### src/rtl/fifo_arb_pkg.sv
// Shared types and widths for the fifo write-port arbiter.
package fifo_arb_pkg;

  localparam int unsigned BCNT_W = 8;
  localparam int unsigned STAT_W = 32;

  typedef enum logic {
    ARB_IDLE = 1'b0,
    ARB_HOLD = 1'b1
  } arb_state_t;

endpackage

### src/rtl/fifo_wr_arbiter_rr_pick.sv
// Combinational rotate-priority finder: first set bit of req at or after start, wrapping.
module rr_pick #(
  parameter int unsigned N = 4
) (
  input  logic [N-1:0]         req,
  input  logic [$clog2(N)-1:0] start,
  output logic                 found,
  output logic [$clog2(N)-1:0] idx
);

  localparam int unsigned IW = $clog2(N);

  logic [IW-1:0] cand;

  always_comb begin
    found = 1'b0;
    idx   = '0;
    cand  = '0;
    for (int unsigned k = 0; k < N; k++) begin
      cand = IW'((32'(start) + k) % N);
      if (!found && req[cand]) begin
        found = 1'b1;
        idx   = cand;
      end
    end
  end

endmodule

### src/rtl/fifo_wr_arbiter.sv
// Burst-locked round-robin arbiter driving one fifo write port from NUM_REQ producers.
// Optional per-requester grant counters are enabled with `define FIFO_ARB_STATS_EN.
module fifo_wr_arbiter
  import fifo_arb_pkg::*;
#(
  parameter int unsigned WIDTH   = 64,
  parameter int unsigned NUM_REQ = 4,
  parameter int unsigned BURST   = 4
) (
  input  logic                       clk,
  input  logic                       rst_n,
  input  logic [NUM_REQ-1:0]         req_valid,
  input  logic [NUM_REQ*WIDTH-1:0]   req_data,
  output logic [NUM_REQ-1:0]         req_ready,
  input  logic                       fifo_full,
  output logic                       w_valid,
  output logic [WIDTH-1:0]           data_in,
  output logic [$clog2(NUM_REQ)-1:0] gnt_id
`ifdef FIFO_ARB_STATS_EN
  ,
  input  logic [$clog2(NUM_REQ)-1:0] stat_sel,
  input  logic                       stat_clr,
  output logic [STAT_W-1:0]          stat_count
`endif
);

  localparam int unsigned IDX_W = $clog2(NUM_REQ);

  arb_state_t        state_q;
  logic [IDX_W-1:0]  own_q;
  logic [BCNT_W-1:0] bcnt_q;

  logic [IDX_W-1:0]  start;
  logic [IDX_W-1:0]  pick_idx;
  logic              pick_found;
  logic              own_valid;
  logic              keep;
  logic              sel_vld;
  logic [IDX_W-1:0]  sel;
  logic              xfer;

  // Search begins just after the current owner so the owner is considered last.
  assign start = (own_q == IDX_W'(NUM_REQ - 1)) ? '0 : own_q + IDX_W'(1);

  rr_pick #(.N(NUM_REQ)) u_rr_pick (
    .req   (req_valid),
    .start (start),
    .found (pick_found),
    .idx   (pick_idx)
  );

  always_comb begin
    own_valid = 1'b0;
    for (int unsigned i = 0; i < NUM_REQ; i++) begin
      if (own_q == IDX_W'(i)) own_valid = req_valid[i];
    end
    keep    = (state_q == ARB_HOLD) && own_valid && (bcnt_q < BCNT_W'(BURST));
    sel_vld = keep || pick_found;
    sel     = keep ? own_q : pick_idx;
    xfer    = rst_n && sel_vld && !fifo_full;
  end

  // Zero-latency grant; everything forced low while reset is asserted.
  always_comb begin
    req_ready = '0;
    w_valid   = 1'b0;
    data_in   = '0;
    gnt_id    = '0;
    if (rst_n) begin
      gnt_id = own_q;
      if (xfer) begin
        w_valid = 1'b1;
        gnt_id  = sel;
        for (int unsigned i = 0; i < NUM_REQ; i++) begin
          if (sel == IDX_W'(i)) begin
            req_ready[i] = 1'b1;
            data_in      = req_data[i*WIDTH +: WIDTH];
          end
        end
      end
    end
  end

  // A full fifo freezes state, owner and burst credit.
  always_ff @(posedge clk or negedge rst_n) begin
    if (!rst_n) begin
      state_q <= ARB_IDLE;
      own_q   <= IDX_W'(NUM_REQ - 1);
      bcnt_q  <= '0;
    end else if (!fifo_full) begin
      if (sel_vld) begin
        state_q <= ARB_HOLD;
        if (keep) begin
          bcnt_q <= bcnt_q + BCNT_W'(1);
        end else begin
          own_q  <= sel;
          bcnt_q <= BCNT_W'(1);
        end
      end else begin
        state_q <= ARB_IDLE;
      end
    end
  end

`ifdef FIFO_ARB_STATS_EN
  logic [STAT_W-1:0] stat_q [NUM_REQ];

  // Saturating grant counters; clear wins over increment.
  always_ff @(posedge clk or negedge rst_n) begin
    if (!rst_n) begin
      for (int unsigned i = 0; i < NUM_REQ; i++) stat_q[i] <= '0;
    end else begin
      for (int unsigned i = 0; i < NUM_REQ; i++) begin
        if (stat_clr) begin
          stat_q[i] <= '0;
        end else if (req_ready[i] && (stat_q[i] != '1)) begin
          stat_q[i] <= stat_q[i] + STAT_W'(1);
        end
      end
    end
  end

  always_comb begin
    stat_count = '0;
    for (int unsigned i = 0; i < NUM_REQ; i++) begin
      if (rst_n && stat_sel == IDX_W'(i)) stat_count = stat_q[i];
    end
  end
`else
  // Statistics counters are not built; arbitration is unchanged.
`endif

endmodule
### config.mk
export PLATFORM = sky130hd
export DESIGN_NAME = fifo_wr_arbiter
export DESIGN_NICKNAME = d
export VERILOG_FILES = /design/src/rtl/fifo_arb_pkg.sv /design/src/rtl/fifo_wr_arbiter_rr_pick.sv /design/src/rtl/fifo_wr_arbiter.sv
export SDC_FILE = /design/constraint.sdc
export NUM_CORES = 1
export LEC_CHECK = 0
export ABC_AREA = 1
export CAP_MARGIN = 20
export CORE_AREA = 2 2 130 132
export CTS_CLUSTER_DIAMETER = 150
export DETAILED_ROUTE_END_ITERATION = 16
export DIE_AREA = 0 0 132 134
export GPL_ROUTABILITY_DRIVEN = 0
export PLACE_DENSITY = 0.75
export SLEW_MARGIN = 20
export SYNTH_ARGS = -nofsm -noshare
export SYNTH_HDL_FRONTEND = slang
export SYNTH_HIERARCHICAL = 1
export SYNTH_SLANG_ARGS = --single-unit
### constraint.sdc
create_clock -name clk -period 3.42 [get_ports clk]
set_clock_uncertainty 0.15 [all_clocks]
set_input_delay 0.684 -clock clk [delete_from_list [all_inputs] [get_ports clk]]
set_output_delay 0.684 -clock clk [all_outputs]
set_load 0.01 [all_outputs]
== Word level (Yosys, flattened, before mapping) ==
Cells that the tools add are included.

* Register bits after elaboration: 11
* Latch bits: 0
* RAM bits: 0
* ROM bits: 0
* Bits of input ports: 263
* Output and inout port bits: 71
* Memories: 0

* $add $sub $neg: 5
* $mul: 0
* Div/mod/pow operators: 0
* $lt $le $gt $ge: 5
* Equality and inequality tests: 6
* Shifts and indexed selects: 0
* Multiplexer cells: 40
* Bitwise logic cells: 2
* Reduce and logical (&&, ||, !) cells: 16

{| class="wikitable"
|+ Operator list
! cell !! number
|-
| $mux 64 || 6
|-
| $mux 1 || 19
|-
| $mux 2 || 8
|-
| $lt 2x3->1 const B || 4
|-
| $add 8x1->8 const B || 1
|-
| $bmux 1 s2 || 4
|-
| $eq 2x2->1 const B || 4
|-
| $lt 8x3->1 const B || 1
|-
| $mux 4 || 2
|-
| $mux 8 || 1
|-
| $logic_and 1x1->1 || 7
|-
| $add 2x1->2 const B || 2
|-
| $add 2x2->2 const B || 2
|-
| $eq 2x1->1 const B || 2
|-
| $logic_not 1->1 || 4
|-
| $logic_not 2->1 || 2
|-
| $reduce_and 3->1 || 1
|-
| $not 1->1 || 2
|-
| $reduce_and 2->1 || 1
|-
| $logic_or 1x1->1 || 1
|}

== Longest topological paths before layout ==
Gate-level depths: netlist (run 1).

* Depth in word-level cells: 22
* Depth in mapped cells: 21
* Mapped depth without buffers: 20

== By module ==
The synthesis (run 1) kept the hierarchy.

{| class="wikitable"
|+ Modules (own cells, without submodules)
! module !! instances !! cells an instance !! area an instance (um2) !! seq. area each (um2)
|-
| fifo_wr_arbiter || 1 || 746 || 3743.6 || 277.8
|-
| rr_pick || 1 || 59 || 319.1 || 0.0
|}

== Worst setup path before layout (run 1) ==
No wires, ideal clock.

* Kind: reg-to-output
* From: register own_q[0]
* To: output req_ready[2]
* Arrival: 2402 ps
* Path slack: 184 ps
* Cell stages (with the launch flop): 17
* Buffers on the path: 2
* Path through: dfstp_2 > inv_1 > ha_1 > inv_2 > nand2_2 > nand2_2 > nand2_2 > nand2_2 > nor2_4 > nand3_1 > nand3_1 > inv_1 > nand2_1 > nand2_1 > buf_4 > buf_4 > nor3_1

* Longest elaborated chain between the ends: 19

{| class="wikitable"
|+ RTL lines
! element !! line !! text
|-
| start, declared || fifo_wr_arbiter.sv:30 || <nowiki>logic [IDX_W-1:0] own_q;</nowiki>
|-
| start signal, assigned || fifo_wr_arbiter.sv:88 || <nowiki>own_q <= IDX_W'(NUM_REQ - 1);</nowiki>
|-
| start signal, assigned || fifo_wr_arbiter.sv:96 || <nowiki>own_q <= sel;</nowiki>
|-
| $add 2x1->2 / $eq 2x2->1 (equally long branches) || fifo_wr_arbiter.sv:43 || <nowiki>assign start = (own_q == IDX_W'(NUM_REQ - 1)) ? '0 : own_q + IDX_W'(1);</nowiki>
|-
| $mux 2 (*) || fifo_wr_arbiter.sv:43 ||
|-
| net start[1] || fifo_wr_arbiter.sv:33 || <nowiki>logic [IDX_W-1:0] start;</nowiki>
|-
| parallel branches: the longest is 11 deep, another holds $add 2x1->2 || -- ||
|-
| $mux 2 (*) || fifo_wr_arbiter_rr_pick.sv:21 || <nowiki>if (!found && req[cand]) begin</nowiki>
|-
| net pick_idx[1] || fifo_wr_arbiter.sv:34 || <nowiki>logic [IDX_W-1:0] pick_idx;</nowiki>
|-
| $mux 2 (*) || fifo_wr_arbiter.sv:59 || <nowiki>sel = keep ? own_q : pick_idx;</nowiki>
|-
| $eq 2x2->1 (*) || fifo_wr_arbiter.sv:75 || <nowiki>if (sel == IDX_W'(i)) begin</nowiki>
|-
| $mux 1 (*) || fifo_wr_arbiter.sv:75 ||
|-
| $mux 4 (*) || fifo_wr_arbiter.sv:71 || <nowiki>if (xfer) begin</nowiki>
|-
| $mux 4 (*) || fifo_wr_arbiter.sv:69 || <nowiki>if (rst_n) begin</nowiki>
|-
| end, declared || fifo_wr_arbiter.sv:14 || <nowiki>output logic [NUM_REQ-1:0] req_ready,</nowiki>
|}

Mark *: on every way through the listed nets, which the timed path passes. The select of a mux whose other input is x is not followed.

== Worst setup path in the final report (run 1) ==
* From: register own_q[0]
* To: output data_in[21]

* Longest elaborated chain between the ends: 22

{| class="wikitable"
|+ RTL lines
! element !! line !! text
|-
| $add 2x1->2 / $eq 2x2->1 (equally long branches) || fifo_wr_arbiter.sv:43 ||
|-
| $mux 2 (*) || fifo_wr_arbiter.sv:43 ||
|-
| net start[1] || fifo_wr_arbiter.sv:33 ||
|-
| parallel branches: the longest is 11 deep, another holds $add 2x1->2 || -- ||
|-
| $mux 2 (*) || fifo_wr_arbiter_rr_pick.sv:21 ||
|-
| net pick_idx[0] || fifo_wr_arbiter.sv:34 ||
|-
| $mux 2 (*) || fifo_wr_arbiter.sv:59 ||
|-
| $logic_not 2->1 || fifo_wr_arbiter.sv:75 ||
|-
| $mux 64 (3 in a row) || fifo_wr_arbiter.sv:75 ||
|-
| $mux 64 (*) || fifo_wr_arbiter.sv:75 ||
|-
| $mux 64 (*) || fifo_wr_arbiter.sv:71 ||
|-
| $mux 64 (*) || fifo_wr_arbiter.sv:69 ||
|-
| end, declared || fifo_wr_arbiter.sv:17 || <nowiki>output logic [WIDTH-1:0] data_in,</nowiki>
|}

Marks and branches as above.

==> metrics.csv, run 1 <==
metric;value;unit
Final Cycle Share;113;%
Post-DP HPWL;15600;um
Num CTS Buffers;3;
Yosys warnings;6;
Die Y;134;um
top_reg_cell synth;dfrtp_1;
Worst setup EP type;output pin;
post-layout min period;3860;ps
fin nets;1493;
maxcap violations;0;
initial antenna violation count;1;
cell taking the most area after synthesis;nand2_1;
Clock Latency Late Sink;240;ps
mapped cell area;4060;um2
kind of critical path;flop to output pin;
Seq/Total Area, Yosys;6.84;%
Storage cell area;278;um2
synthesis-stage register bit count;11;
Slew HR;82.9;%
Area growth, synth to finish;140;%
core area;16300;um2
initial DRC count;323;
# DRC;0;
Final Hold Fails;0;
Syn Nets;1073;
synth top area cells;nand2_1 21%, nand3_1 18%, inv_1 14%, nand3b_1 11%, nor2_1 6.6%;
grt total ovfl;0;
share of the synthesized area in the top cell type;20.7;%
Port Buffers;333;
Via density;4.74;
die extent in x;132;um
most frequent cell after synthesis;nand2_1;
hold buffer count at cts;0;
Netlist cell types;28;
Post-DRT Antenna Nets;0;
Final setup viols;71;
first-pass GRT wire length;33300;um
Final TNS setup;-22580;ps
Worst Hold Slack;318;ps
number of synthesized flops with an enable pin;0;
crit path launch type;flop;
violated checks;negative setup slack;
layout cell share with drive strength beyond 1;28.8;%
Mean Syn Cell Area;5.05;um2
I/O pin count;334;
DRT Pass-1 Iters;5;
clock slew at reported path FFs;40;ps
largest net degree at the start of global routing;49;
vias in the first global route;6331;
fillers;1457;
CP Max Fanout;7;
area of the multi-input gates;3450;um2
Slew @ Worst Pin;257;ps
drt wl/cell;16.7;um
Critical Path AT;3030;ps
root buffer cell;clkbuf_16;
fraction of registers with async set/reset;100;%
Achievable Freq;0.259;GHz
HP Class;flop to flop;
vias;6855;
unrepaired setup endpoints after global routing;true;
Max Root-Sink Buffers;2;
CTS tree;yes;
status;complete, but fails checks;
H-tree depth;1;
Total Routing Usage GR;23.3;%
critical path required time;2590;ps
Initial Util;24.9;%
Worst Slack Setup Final;-442;ps
most instantiated cells after synthesis;224 x nand2_1, 148 x inv_1, 147 x nand3_1;
Cells after Synth;805;
final wirelength;24200;um
Row Count;47;
Num Clock Sinks;11;
total die area;17700;um2
Slew Viols, Final;0;
-- worst paths after layout --
kind / slack, ps / end / start / cells past startpoint
setup / recovery: -440 / data_in[21] / own_q[0] / 20
min in group asynchronous: 650 / bcnt_q[6] / rst_n / 2
max in group asynchronous: 2230 / own_q[0] / rst_n / 2
hold reg to reg: 320 / bcnt_q[0] / bcnt_q[0] / 1
setup reg to reg: 690 / bcnt_q[2] / own_q[1] / 15
hold / removal: 320 / bcnt_q[0] / bcnt_q[0] / 1
-- state kept, by name (all words and copies together) (netlist names) --
| signal | count |
|---|---|
| state_q | 1 |
| own_q | 2 |
| bcnt_q | 8 |
-- metrics by stage --
| stage | cell area [um2] | cells | utilization [%] | worst slack (ps) |
|---|---|---|---|---|
| 3_5_place_dp | 7990 | 1362 | 49.1 | -697 |
| 3_3_place_gp | 7990 | 1362 | 49.1 | -668 |
| 4_1_cts | 9110 | 1425 | 55.9 | -428 |
| 5_1_grt | 9730 | 1444 | 59.7 | -611 |
| 6_report | 9730 | 1445 | 59.7 | -442 |
| 2_1_floorplan | 4060 | 805 | - | 184 |
-- final cells by class --
type	instances	share of cell area, %
Antenna cell	1	0.0257
Inverter	151	5.90
Sequential cell	11	2.85
Timing Repair Buffer	467	52.1
Clock buffer	4	0.810
Multi-Input combinational cell	591	35.5
Tap cell	220	2.83
-- placed cells by master, fill, tap and decap left out, types with 4 or more instances in the layout --
cell and n:
nand3_2 26, buf_8 11, buf_12 26, buf_2 47
dfrtp_1 9, nand2_2 32, inv_2 18, clkbuf_16 12
buf_6 50, nand3_1 121, nand2_4 16, nor2_1 58
o21ai_0 7, nand2_8 6, nand3b_1 60, nor2_4 9
o21ai_1 20, buf_4 45, o21ai_2 14, nor2_2 7
nand2_1 193, dlygate4sd2_1 4, inv_1 131, clkdlybuf4s50_1 258
buf_16 10
-- logic make-up (layout without fill, tap and decap cells) --
group	count (synthesis)	count (layout)	share of synthesized area, %
AND/OR/NAND/NOR	532	535	63.0
other	0	1	0
buffers and inverters	206	622	22.2
AO/OA/AOI/OAI	51	51	6.47
adder cells (fa/ha/maj)	5	5	1.54
flip-flops	11	11	6.84
-- routing by layer --
| metal | global-route usage (%) | vias to the layer above | share of wire (%) |
|---|---|---|---|
| met3 | 5.22 | 58 | 7.3 |
| met5 | 0 | - | 0 |
| li1 | - | 3348 | - |
| met2 | 44.2 | 323 | 51 |
| met1 | 26.1 | 3126 | 38 |
| met4 | 6.64 | 0 | 3.4 |
-- worst max-delay path: stages (launching register included) --
cell and delay [ps]:
dfstp_2 580, inv_2 70, ha_4 270, buf_4 150
nand3_2 80, nand2_2 70, buf_4 130, a21oi_1 140
nand2_1 70, nand2_1 80, inv_2 40, nand2_2 90
nand2_4 100, buf_12 170, buf_12 140, clkbuf_16 150
o21ai_2 110, nand3_1 80, nand2_1 80, inv_1 50
buf_2 130
-- what timing repair did --
item	4_1_cts	5_1_grt
pin swaps	46	64
setup buffers	45	14
resized for setup	426	113
gates cloned	15	15
endpoints found under the setup margin	71	71
hold endpoints to repair	0	0
Power of run 1 is not shown: default switching activity piles up to over one toggle a cycle in this logic, so the estimate is an artifact.
==> run 2: changes to the inputs <==
--- a/config.mk
+++ b/config.mk
@@ -7,12 +7,14 @@
 export LEC_CHECK = 0
 export ABC_AREA = 1
 export CAP_MARGIN = 20
-export CORE_AREA = 2 2 130 132
+export CELL_PAD_IN_SITES_DETAIL_PLACEMENT = 0
+export CELL_PAD_IN_SITES_GLOBAL_PLACEMENT = 1
+export CORE_UTILIZATION = 20
 export CTS_CLUSTER_DIAMETER = 150
 export DETAILED_ROUTE_END_ITERATION = 16
-export DIE_AREA = 0 0 132 134
 export GPL_ROUTABILITY_DRIVEN = 0
-export PLACE_DENSITY = 0.75
+export HOLD_SLACK_MARGIN = 0.08
+export PLACE_DENSITY = 0.94
 export SLEW_MARGIN = 20
 export SYNTH_ARGS = -nofsm -noshare
 export SYNTH_HDL_FRONTEND = slang
==> metrics.csv, run 2 (synthesis gave the netlist of run 1 again) <==
metric;value;unit;change
status;complete, but fails checks;;
violated checks;negative setup slack;;
layout cell share with drive strength beyond 1;33.6;%;+4.7 points
Largest register FFs;8;;unchanged
grt total ovfl;0;;unchanged
most common cell after layout, fill and taps aside;clkdlybuf4s50_1;;
initial DRC count;222;;-31%
Critical Path AT;2950;ps;-80 ps
final wirelength;24800;um;+2.9%
CTS tree;yes;;
vias;6695;;-2.3%
H-tree depth;1;;unchanged
kind of critical path;flop to output pin;;
Post-DP HPWL;14900;um;-4.3%
Crit Reg-Reg Endpoint;own_q[0];;
fin nets;1488;;-0.33%
worst r2r src;own_q[0];;
die extent in x;145;um;+9.5%
r2r setup slk;730;ps;+40 ps
Final setup viols;70;;-1.4%
Num Clock Sinks;11;;unchanged
clock slew at reported path FFs;40;ps;about the same
hold depth;1;;unchanged
Largest regs;bcnt_q (8), own_q (2), state_q (1);;
Diodes inserted;0;;-1
unrepaired setup endpoints after global routing;true;;
CP Max Fanout;7;;unchanged
Final Hold Fails;0;;unchanged
Crit path buffers/inverters;8;;-1
commonest non-fill, non-tap cells in the layout;258 x clkdlybuf4s50_1, 179 x nand2_1, 130 x inv_1;;
critical path's largest stage delay;590;ps;about the same
Row Count;51;;+8.5%
maxcap violations;0;;unchanged
Slew HR;80.9;%;-2.0 points
fin cells;1484;;+2.7%
Clock Latency Late Sink;240;ps;about the same
Achievable Freq;0.264;GHz;+1.9%
post-layout min period;3790;ps;-73.1 ps
Port Buffers;333;;unchanged
Post-DRT Antenna Nets;0;;unchanged
Worst setup EP type;output pin;;
I/O pin count;334;;unchanged
HP Class;flop to flop;;
core area;19700;um2;+21%
Total Routing Usage GR;22.2;%;-1.1 points
drt wl/cell;16.7;um;+0.17%
Worst Hold Launch;bcnt_q[0];;
most used cell, CP;nand2_2;;
cell family with most CP delay;buffers and inverters;;
Slew Viols, Final;0;;unchanged
Die Y;145;um;+7.9%
Num CTS Buffers;3;;unchanged
DRT Pass-1 Iters;5;;unchanged
initial antenna violation count;0;;-1
Area growth, synth to finish;150;%;
Slew @ Worst Pin;286;ps;+29.0 ps
# DRC;0;;unchanged
crit path launch type;flop;;
placed insts;1401;;+2.9%
Final Cycle Share;111;%;-2.1 points
Hold Path End;bcnt_q[0];;
root buffer cell;clkbuf_16;;
first-pass GRT wire length;35200;um;+5.9%
FF-to-FF path depth;18;;+3
Top reg by flops;bcnt_q;;
Worst Slack Setup Final;-369;ps;+73.1 ps
critical path required time;2590;ps;about the same
Crit-path slowest cell;dfstp_2;;
total die area;20900;um2;+18%
Via density;4.51;;-4.9%
Max Root-Sink Buffers;2;;unchanged
largest net degree at the start of global routing;27;;-45%
vias in the first global route;6689;;+5.7%
Initial Util;20.6;%;-4.3 points
critical-path cell list;inv_2, ha_4, inv_6, nand2_2, nand2_2, nand2_2, nand2_2, a21oi_2, nand2_1, nand2_1, inv_2, nand2_4, nand2_8, buf_12, buf_12, buf_12, o21ai_2, nand3_1, nand2_1, inv_2, buf_6;;
## run 2: how the worst max path moves through the flow
stage,endpoint,startpoint,slack [ps],depth (start not counted)
after global placement,data_in[6],req_valid[2],-720,19
after global routing,data_in[42],own_q[0],-560,23
final,data_in[16],own_q[0],-370,21
after CTS,data_in[61],own_q[0],-350,22
after detailed placement,data_in[6],req_valid[2],-720,19
after floorplan,req_ready[2],own_q[0],180,16
## run 2: area by class of cell
class,count,area [um2]
clock buffer,4,78.8
fill,1861,9550
inverter,151,572
multi-input combinational,589,3710
sequential,11,278
tap,265,332
timing repair buffer,464,5200
## run 2: metrics by stage
step	worst slack, ps	setup TNS, ps	utilization [%]	hold WS [ps]	area, um2
2_1_floorplan	184	0	-	238	4060
3_3_place_gp	-723	-42490	40.7	312	8030
3_5_place_dp	-724	-43620	40.7	322	8030
4_1_cts	-353	-19100	49.4	327	9740
5_1_grt	-556	-32340	51.6	380	10200
6_report	-369	-21490	51.6	333	10200
## run 2: timing repair
action                     in CTS  in global routing
resized for setup             491                138
hold endpoints to repair        0                  0
setup buffers                  55                  5
hold buffers                    0                  0
setup endpoints to repair      71                 71
pin swaps                      70                 76
cloned                         28                  5
## run 2: metal layers
layer	routed length, um	vias to the layer above	GRT usage (%)
li1	-	3331	-
met1	9800	3066	24.6
met2	12900	261	43.3
met3	1540	37	3.58
met4	584	0	5.65
met5	0	-	0
Power of run 2 is left out for the same reason.
==> run 3: changes to the inputs <==
--- a/config.mk
+++ b/config.mk
@@ -15,7 +15,6 @@
 export GPL_ROUTABILITY_DRIVEN = 0
 export HOLD_SLACK_MARGIN = 0.08
 export PLACE_DENSITY = 0.94
-export SLEW_MARGIN = 20
 export SYNTH_ARGS = -nofsm -noshare
 export SYNTH_HDL_FRONTEND = slang
 export SYNTH_HIERARCHICAL = 1
==> results of run 3 <==
Final layout, timing and power as in run 2 (identical DEF).
Power of run 3 is left out for the same reason.
